==> src/rtl/dsp_mac_pkg.sv <==
// dsp_mac_pkg: shared mode encoding, pipeline latency and saturation helper
// for the DSP MAC slice.
package dsp_mac_pkg;

    typedef logic [1:0] mode_t;

    localparam mode_t MODE_SUM   = 2'b00;
    localparam mode_t MODE_ACC   = 2'b01;
    localparam mode_t MODE_CHAIN = 2'b10;
    localparam mode_t MODE_RSVD  = 2'b11;

    // Edges from in_valid capture to out_valid.
    localparam int unsigned DSP_MAC_LAT = 4;

    // Widest accumulator the saturation helper can describe.
    localparam int unsigned SAT_MAX_W = 128;

    // Signed max (neg=0) or min (neg=1) of a w-bit word, in the low w bits.
    function automatic logic [SAT_MAX_W-1:0] sat_bound(input int unsigned w, input logic neg);
        logic [SAT_MAX_W-1:0] hi_ones;
        hi_ones = {SAT_MAX_W{1'b1}} << (w - 1);
        return neg ? hi_ones : ~hi_ones;
    endfunction

endpackage

==> src/rtl/dsp_mac_slice_if.sv <==
// dsp_mac_slice_if: operand/control bus into the slice and result bus out.
// master = upstream driver, slave = the slice.
interface dsp_mac_slice_if
    import dsp_mac_pkg::*;
#(
    parameter int unsigned A_W     = 18,
    parameter int unsigned B_W     = 18,
    parameter int unsigned N_PAIRS = 4,
    parameter int unsigned ACC_W   = 64,
    parameter int unsigned CHAIN_W = 44
);
    logic                     in_valid;
    logic [N_PAIRS*A_W-1:0]   a_bus;
    logic [N_PAIRS*B_W-1:0]   b_bus;
    mode_t                    mode;
    logic                     acc_load;
    logic [CHAIN_W-1:0]       from_previous;
    logic                     out_valid;
    logic [ACC_W-1:0]         result;
    logic [CHAIN_W-1:0]       to_next;
    logic                     overflow;

    modport master (
        output in_valid, a_bus, b_bus, mode, acc_load, from_previous,
        input  out_valid, result, to_next, overflow
    );

    modport slave (
        input  in_valid, a_bus, b_bus, mode, acc_load, from_previous,
        output out_valid, result, to_next, overflow
    );
endinterface

==> src/rtl/dsp_mult_lane.sv <==
// dsp_mult_lane: one registered signed A_W x B_W multiplier, product
// sign-extended to ACC_W.
module dsp_mult_lane #(
    parameter int unsigned A_W   = 18,
    parameter int unsigned B_W   = 18,
    parameter int unsigned ACC_W = 64
) (
    input  logic             clk,
    input  logic             reset,
    input  logic             en_i,
    input  logic [A_W-1:0]   a_i,
    input  logic [B_W-1:0]   b_i,
    output logic [ACC_W-1:0] p_o
);
    localparam int unsigned P_W = A_W + B_W;

    logic signed [P_W-1:0] prod_c;
    logic [ACC_W-1:0]      p_d;
    logic [ACC_W-1:0]      p_q;

    // Full-precision signed product, then sign extension to accumulator width.
    always_comb begin
        prod_c = P_W'($signed(a_i)) * P_W'($signed(b_i));
        p_d    = ACC_W'(prod_c);
    end

    // Product register, loaded only for valid beats.
    always_ff @(posedge clk or negedge reset) begin
        if (!reset) begin
            p_q <= '0;
        end else if (en_i) begin
            p_q <= p_d;
        end
    end

    assign p_o = p_q;

endmodule

==> src/rtl/dsp_mac_slice.sv <==
// dsp_mac_slice: N_PAIRS signed multipliers, registered adder tree and
// SUM/ACC/CHAIN result stage with sticky overflow and cascade output.
// Optional build macro: DSP_MAC_SATURATE_EN (clamp overflowing additions).
module dsp_mac_slice
    import dsp_mac_pkg::*;
#(
    parameter int unsigned A_W     = 18,
    parameter int unsigned B_W     = 18,
    parameter int unsigned N_PAIRS = 4,
    parameter int unsigned ACC_W   = 64,
    parameter int unsigned CHAIN_W = 44
) (
    input  logic           clk,
    input  logic           reset,
    dsp_mac_slice_if.slave bus
);
    localparam int unsigned LAT = DSP_MAC_LAT;
    localparam int unsigned LVL = $clog2(N_PAIRS);
    localparam int unsigned NP2 = 1 << LVL;

    // Valid shift: [0]=S1 .. [LAT-1]=S4/out_valid.
    logic [LAT-1:0] vld_q;

    logic [N_PAIRS*A_W-1:0] a1_q;
    logic [N_PAIRS*B_W-1:0] b1_q;
    mode_t                  mode1_q, mode2_q, mode3_q;
    logic                   load1_q, load2_q, load3_q;
    logic [CHAIN_W-1:0]     prev1_q, prev2_q, prev3_q;

    logic [ACC_W-1:0] prod [N_PAIRS];
    logic [ACC_W-1:0] tree [LVL+1][NP2];
    logic [ACC_W-1:0] sum3_q;

    logic [ACC_W-1:0]   acc_q, acc_d;
    logic [ACC_W-1:0]   result_q, result_d;
    logic [CHAIN_W-1:0] to_next_q, to_next_d;
    logic               ov_q, ov_d;

    logic [ACC_W-1:0] add_a, add_b, add_s, val, prev_ext;
    logic             do_add, add_ovf;

    // Valid pipeline and S1 capture of operands plus control.
    always_ff @(posedge clk or negedge reset) begin
        if (!reset) begin
            vld_q   <= '0;
            a1_q    <= '0;
            b1_q    <= '0;
            mode1_q <= MODE_SUM;
            load1_q <= 1'b0;
            prev1_q <= '0;
        end else begin
            vld_q <= {vld_q[LAT-2:0], bus.in_valid};
            if (bus.in_valid) begin
                a1_q    <= bus.a_bus;
                b1_q    <= bus.b_bus;
                mode1_q <= bus.mode;
                load1_q <= bus.acc_load;
                prev1_q <= bus.from_previous;
            end
        end
    end

    // S2: one registered multiplier per lane.
    for (genvar i = 0; i < N_PAIRS; i++) begin : g_lane
        dsp_mult_lane #(
            .A_W   (A_W),
            .B_W   (B_W),
            .ACC_W (ACC_W)
        ) u_lane (
            .clk   (clk),
            .reset (reset),
            .en_i  (vld_q[0]),
            .a_i   (a1_q[i*A_W +: A_W]),
            .b_i   (b1_q[i*B_W +: B_W]),
            .p_o   (prod[i])
        );
    end

    // S2 control travels alongside the products; S3 alongside the sum.
    always_ff @(posedge clk or negedge reset) begin
        if (!reset) begin
            mode2_q <= MODE_SUM;
            load2_q <= 1'b0;
            prev2_q <= '0;
            mode3_q <= MODE_SUM;
            load3_q <= 1'b0;
            prev3_q <= '0;
            sum3_q  <= '0;
        end else begin
            if (vld_q[0]) begin
                mode2_q <= mode1_q;
                load2_q <= load1_q;
                prev2_q <= prev1_q;
            end
            if (vld_q[1]) begin
                mode3_q <= mode2_q;
                load3_q <= load2_q;
                prev3_q <= prev2_q;
                sum3_q  <= tree[LVL][0];
            end
        end
    end

    // Balanced pairwise adder tree, padded with zeros to a power of two.
    for (genvar i = 0; i < NP2; i++) begin : g_leaf
        if (i < N_PAIRS) begin : g_used
            assign tree[0][i] = prod[i];
        end else begin : g_pad
            assign tree[0][i] = '0;
        end
    end
    for (genvar l = 0; l < LVL; l++) begin : g_lvl
        for (genvar i = 0; i < NP2; i++) begin : g_node
            if (i < (NP2 >> (l + 1))) begin : g_add
                assign tree[l+1][i] = tree[l][2*i] + tree[l][2*i+1];
            end else begin : g_zero
                assign tree[l+1][i] = '0;
            end
        end
    end

    // S4: mode operation, overflow detection and optional clamping.
    always_comb begin
        acc_d     = acc_q;
        result_d  = result_q;
        to_next_d = to_next_q;
        ov_d      = ov_q;
        do_add    = 1'b0;
        add_a     = sum3_q;
        add_b     = '0;
        prev_ext  = ACC_W'($signed(prev3_q));

        case (mode3_q)
            MODE_ACC: begin
                if (!load3_q) begin
                    do_add = 1'b1;
                    add_a  = acc_q;
                    add_b  = sum3_q;
                end
            end
            MODE_CHAIN: begin
                do_add = 1'b1;
                add_a  = sum3_q;
                add_b  = prev_ext;
            end
            default: begin
                do_add = 1'b0;
            end
        endcase

        add_s   = add_a + add_b;
        add_ovf = do_add && (add_a[ACC_W-1] == add_b[ACC_W-1]) &&
                  (add_s[ACC_W-1] != add_a[ACC_W-1]);
        val     = do_add ? add_s : sum3_q;
`ifdef DSP_MAC_SATURATE_EN
        if (add_ovf) begin
            val = ACC_W'(sat_bound(ACC_W, add_a[ACC_W-1]));
        end
`endif

        if (vld_q[LAT-2]) begin
            result_d  = val;
            to_next_d = val[CHAIN_W-1:0];
            if (mode3_q == MODE_ACC) begin
                acc_d = val;
            end
            if ((mode3_q == MODE_ACC) && load3_q) begin
                ov_d = 1'b0;
            end else if (add_ovf) begin
                ov_d = 1'b1;
            end
        end
    end

    // S4 state: accumulator, result, cascade output and sticky overflow.
    always_ff @(posedge clk or negedge reset) begin
        if (!reset) begin
            acc_q     <= '0;
            result_q  <= '0;
            to_next_q <= '0;
            ov_q      <= 1'b0;
        end else begin
            acc_q     <= acc_d;
            result_q  <= result_d;
            to_next_q <= to_next_d;
            ov_q      <= ov_d;
        end
    end

    assign bus.out_valid = vld_q[LAT-1];
    assign bus.result    = result_q;
    assign bus.to_next   = to_next_q;
    assign bus.overflow  = ov_q;

endmodule

==> src/flat_wrapper.sv <==
// flat-port wrapper written by rule: the top's interface ports become plain ports
module dsp_mac_slice_flat import dsp_mac_pkg::*;
#(
    parameter int unsigned A_W     = 18,
    parameter int unsigned B_W     = 18,
    parameter int unsigned N_PAIRS = 4,
    parameter int unsigned ACC_W   = 64,
    parameter int unsigned CHAIN_W = 44
)
  (clk, reset, bus_in_valid, bus_a_bus, bus_b_bus, bus_mode, bus_acc_load, bus_from_previous, bus_out_valid, bus_result, bus_to_next, bus_overflow);
  dsp_mac_slice_if #(.A_W(A_W), .B_W(B_W), .N_PAIRS(N_PAIRS), .ACC_W(ACC_W), .CHAIN_W(CHAIN_W)) bus_i ();
  input  logic clk;
  input  logic reset;
  input wire logic [$bits(bus_i.in_valid)-1:0] bus_in_valid;
  input wire logic [$bits(bus_i.a_bus)-1:0] bus_a_bus;
  input wire logic [$bits(bus_i.b_bus)-1:0] bus_b_bus;
  input wire logic [$bits(bus_i.mode)-1:0] bus_mode;
  input wire logic [$bits(bus_i.acc_load)-1:0] bus_acc_load;
  input wire logic [$bits(bus_i.from_previous)-1:0] bus_from_previous;
  output wire logic [$bits(bus_i.out_valid)-1:0] bus_out_valid;
  output wire logic [$bits(bus_i.result)-1:0] bus_result;
  output wire logic [$bits(bus_i.to_next)-1:0] bus_to_next;
  output wire logic [$bits(bus_i.overflow)-1:0] bus_overflow;
  assign bus_i.in_valid = bus_in_valid;
  assign bus_i.a_bus = bus_a_bus;
  assign bus_i.b_bus = bus_b_bus;
  assign bus_i.mode = bus_mode;
  assign bus_i.acc_load = bus_acc_load;
  assign bus_i.from_previous = bus_from_previous;
  assign bus_out_valid = bus_i.out_valid;
  assign bus_result = bus_i.result;
  assign bus_to_next = bus_i.to_next;
  assign bus_overflow = bus_i.overflow;
  dsp_mac_slice #(.A_W(A_W), .B_W(B_W), .N_PAIRS(N_PAIRS), .ACC_W(ACC_W), .CHAIN_W(CHAIN_W)) u_core (.clk(clk), .reset(reset), .bus(bus_i));
endmodule
==> config.mk <==
export PLATFORM = sky130hd
export DESIGN_NAME = dsp_mac_slice_flat
export DESIGN_NICKNAME = d
export VERILOG_FILES = /design/src/rtl/dsp_mac_pkg.sv /design/src/rtl/dsp_mac_slice_if.sv /design/src/rtl/dsp_mult_lane.sv /design/src/rtl/dsp_mac_slice.sv /design/src/flat_wrapper.sv
export SDC_FILE = /design/constraint.sdc
export NUM_CORES = 2
export LEC_CHECK = 0
export ABC_AREA = 1
export ABC_CLOCK_PERIOD_IN_PS = 8300
export CORE_UTILIZATION = 30
export CTS_CLUSTER_SIZE = 12
export DETAILED_ROUTE_END_ITERATION = 10
export SLEW_MARGIN = 20
export SYNTH_ARGS = -nofsm -noshare
export SYNTH_HDL_FRONTEND = slang
export SYNTH_SLANG_ARGS = --single-unit
==> constraint.sdc <==
create_clock -name clk -period 8.3 [get_ports clk]
set_clock_uncertainty 0.2 [all_clocks]
set_input_delay 2.075 -clock clk [delete_from_list [all_inputs] [get_ports clk]]
set_output_delay 2.075 -clock clk [all_outputs]
set_load 0.05 [all_outputs]
==> run_results.csv <==
group,metric,value,unit
status,status,"finished clean",
worst_setup_path,critical_path_class,"flop to flop",
floorplan,dieWidth,547,µm
worst_setup_path,r2r_start,"u_core.b1_q[39]",
yosys,yosys.area.top_type,"fa_1",
floorplan,core,295000,µm²
yosys,yosysMostFrequentCell,"nand2_1",
clocking,cts_tree,"yes",
yosys,yosysSeqAreaShare,17.6,%
yosys,synthTopCellsByArea,"fa_1, dfrtp_1, nand2_1",
global_routing,grt_usage,18.0,%
worst_setup_path,cp-startpoint,"u_core.b1_q[39]",
clocking,clockBufferDepth,4,
floorplan,die_area,299000,µm²
drt,drc,0,
drt,dr.pass1.iters,6,
floorplan,rows,199,
timing,fin_crit_sh,81.2,%
clocking,cts_hold_buf,0,
timing,period_needed,6.74,ns
yosys,syn_area,89200,µm²
drt,wire_per_inst,16.9,µm
drt,first_iter_violations,4840,
worst_setup_path,path_cells,"nand2_1 > fa_1 > inv_1 > fa_1 > fa_1 > fa_1 > fa_1 > inv_1 > fa_1 > inv_1 > ha_1 > a21oi_1 > o21ai_0 > a21oi_1 > or2_0 > nand3_1 > inv_1 > nand2_1 > nand3_1 > nand2_1",
worst_setup_path,cpPeakStageDelay,0.90,ns
yosys,synth_common_cells,"nand2_1, inv_1, fa_1, dfrtp_1, ha_1",
worst_hold_path,hold_start,"u_core.bus.result[50]",
timing,max_clock_freq,148,MHz
worst_setup_path,cp.arrival,7.20,ns
place,hpwl,217,mm
timing,hold_viol_final,0,
yosys,synth-edff-count,0,
clocking,cts.sinks,626,
yosys,postSynth.asyncResetShare,100,%
yosys,ys_seq_elements,626,
timing,rsz0062_at_grt,"no",
clocking,cts_resized,0,
global_routing,overflow,0,
worst_setup_path,worst-path-max-fanout,19,
clocking,post-cts-setup-buffers,0,
worst_setup_path,crit_top_cell,"fa_1",
timing,drv_slew,0,
timing,tightest_slew,1.02,ns
timing,finalSetupTns,0,ns
worst_setup_path,crit_required,8.76,ns
clocking,clk_pin_slew_worst_paths,0.06,ns
drt,routed_wl,265,mm
layout,layout-drive-gt1-share,3.65,%
yosys,synth_nets,13800,
global_routing,grt_max_degree,157,
clocking,clock_latency,0.83,ns
layout,multiInputGateArea,60500,µm²
clocking,htreeDepth,3,
worst_setup_path,critPathSlowestCell,"fa_1",
clocking,cts_made_buffers,86,
yosys,syn_area_per_cell,7.57,µm²
floorplan,io-pin-count,304,
layout,layout.nets,13800,
floorplan,die_y,547,µm
place,pre_cts_ws,1.57,ns
clocking,clockRootBuffer,"clkbuf_16",
layout,fillCellCount,31600,
place,gp_congestion,0.971,
floorplan,start_util,30.3,%
place,portBuffers,303,
yosys,synth_cell_type_count,53,
global_routing,grt_pass1_wl,426,mm
global_routing,grt_pass1_vias,75300,
drt,drtAntennaViolNets,0,
flow_run,cap_violations,0,
worst_hold_path,hp-class,"flop to flop",
yosys,synthFlopType,"dfrtp_1",
timing,setup_viol,0,
yosys,ys_warn_count,0,
worst_setup_path,startpoint_type,"flop",
drt,vias,72200,
layout,final-seq-area,15700,µm²
yosys,synth_top_area_share,29.6,%
global_routing,antenna_found_initial,9,
drt,viasPerCell,4.59,
worst_setup_path,crit_path_end_kind,"flop",
layout,areaGrowthSynthToFinish,10.2,%
yosys,synth_cells,11800,
timing,worst_slew_margin_rel,31.9,%
timing,worst_slack,1.56,ns
area by class of cell:
class | count | share of cell area, %
flip-flops and latches | 626 | 15.9
multi-input cells | 7742 | 61.5
diodes | 3 | 0.00764
repair buffers | 340 | 3.43
clock inverters | 35 | 0.476
well taps | 3919 | 4.99
inverters | 2925 | 11.2
clock buffers | 112 | 2.43
state kept, by name, summed over array words and instances (netlist names), 43 cells and up:
name,flops
u_core.a1_q,72
u_core.prev3_q,44
u_core.acc_q,64
u_core.sum3_q,64
u_core.prev1_q,44
u_core.g_lane.u_lane.p_o,144
u_core.bus.to_next,43
u_core.prev2_q,44
u_core.b1_q,72
per-layer routing:
metal,part of all wire (%),track usage [%],up-vias
met4,3.1,5.43,2
met3,4.5,1.80,327
met5,0.0042,0,-
met1,45,24.4,35300
li1,-,-,34700
met2,47,30.2,1767
final timing paths:
| kind | to | slack, ns | depth (start not counted) |
|---|---|---|---|
| worst max-delay path | u_core.g_lane[2].u_lane.p_o[35] | 1.56 | 20 |
| worst min-delay path | u_core.bus.result[50] | 0.28 | 2 |
| worst max register to register | u_core.g_lane[2].u_lane.p_o[35] | 1.56 | 20 |
| worst min register to register | u_core.bus.result[50] | 0.28 | 2 |
| max in group asynchronous | u_core.vld_q[0] | 5.23 | 2 |
| min in group asynchronous | u_core.b1_q[57] | 1.11 | 1 |
critical path: cells and delay by family, from the launching register on:
kind | cells | cell delay (ns)
compound gates | 3 | 0.67
fa+ha+maj | 7 | 3.83
simple gates | 6 | 0.72
buf+inv | 4 | 0.33
flops | 1 | 0.83
cell usage in the layout (no fill, tap or decap), types with 25 or more instances in the layout:
master	count
o21ai_2	25
a21oi_1	395
dfrtp_1	623
o21bai_1	34
fa_1	1320
a21o_1	30
nor3_1	71
xnor2_1	97
xor2_1	101
nand3_1	393
nand4_1	75
a31oi_1	58
nand2_1	3247
inv_1	2903
buf_4	33
o21ai_0	443
mux2_2	165
ha_1	545
clkbuf_16	86
o21ai_1	109
nor2_1	488
clkdlybuf4s50_1	301
stage by stage:
| step | utilization (%) | instances | area (µm²) | hold WS, ns |
|---|---|---|---|---|
| global route | 33.3 | 15700 | 98300 | 0.292 |
| finish | 33.3 | 15700 | 98300 | 0.279 |
| detailed placement | 32.4 | 15600 | 95400 | 0.265 |
| global placement | 32.4 | 15600 | 95400 | 0.261 |
| CTS | 33.3 | 15700 | 98300 | 0.282 |
| floorplan | - | 11800 | 89200 | 0.152 |
cell families after synthesis:
kind of cell / after synthesis / synth area share [%]
AO/OA/AOI/OAI: 1146 / 6.96
XOR/XNOR: 198 / 1.94
adder cells (fa/ha/maj): 1866 / 37.3
buffers and inverters: 3416 / 14.6
flip-flops: 626 / 17.6
multiplexers: 165 / 2.08
AND/OR/NAND/NOR: 4367 / 19.5
Power is not shown: default switching activity piles up to over one toggle a cycle in this logic, so the estimate is an artifact.
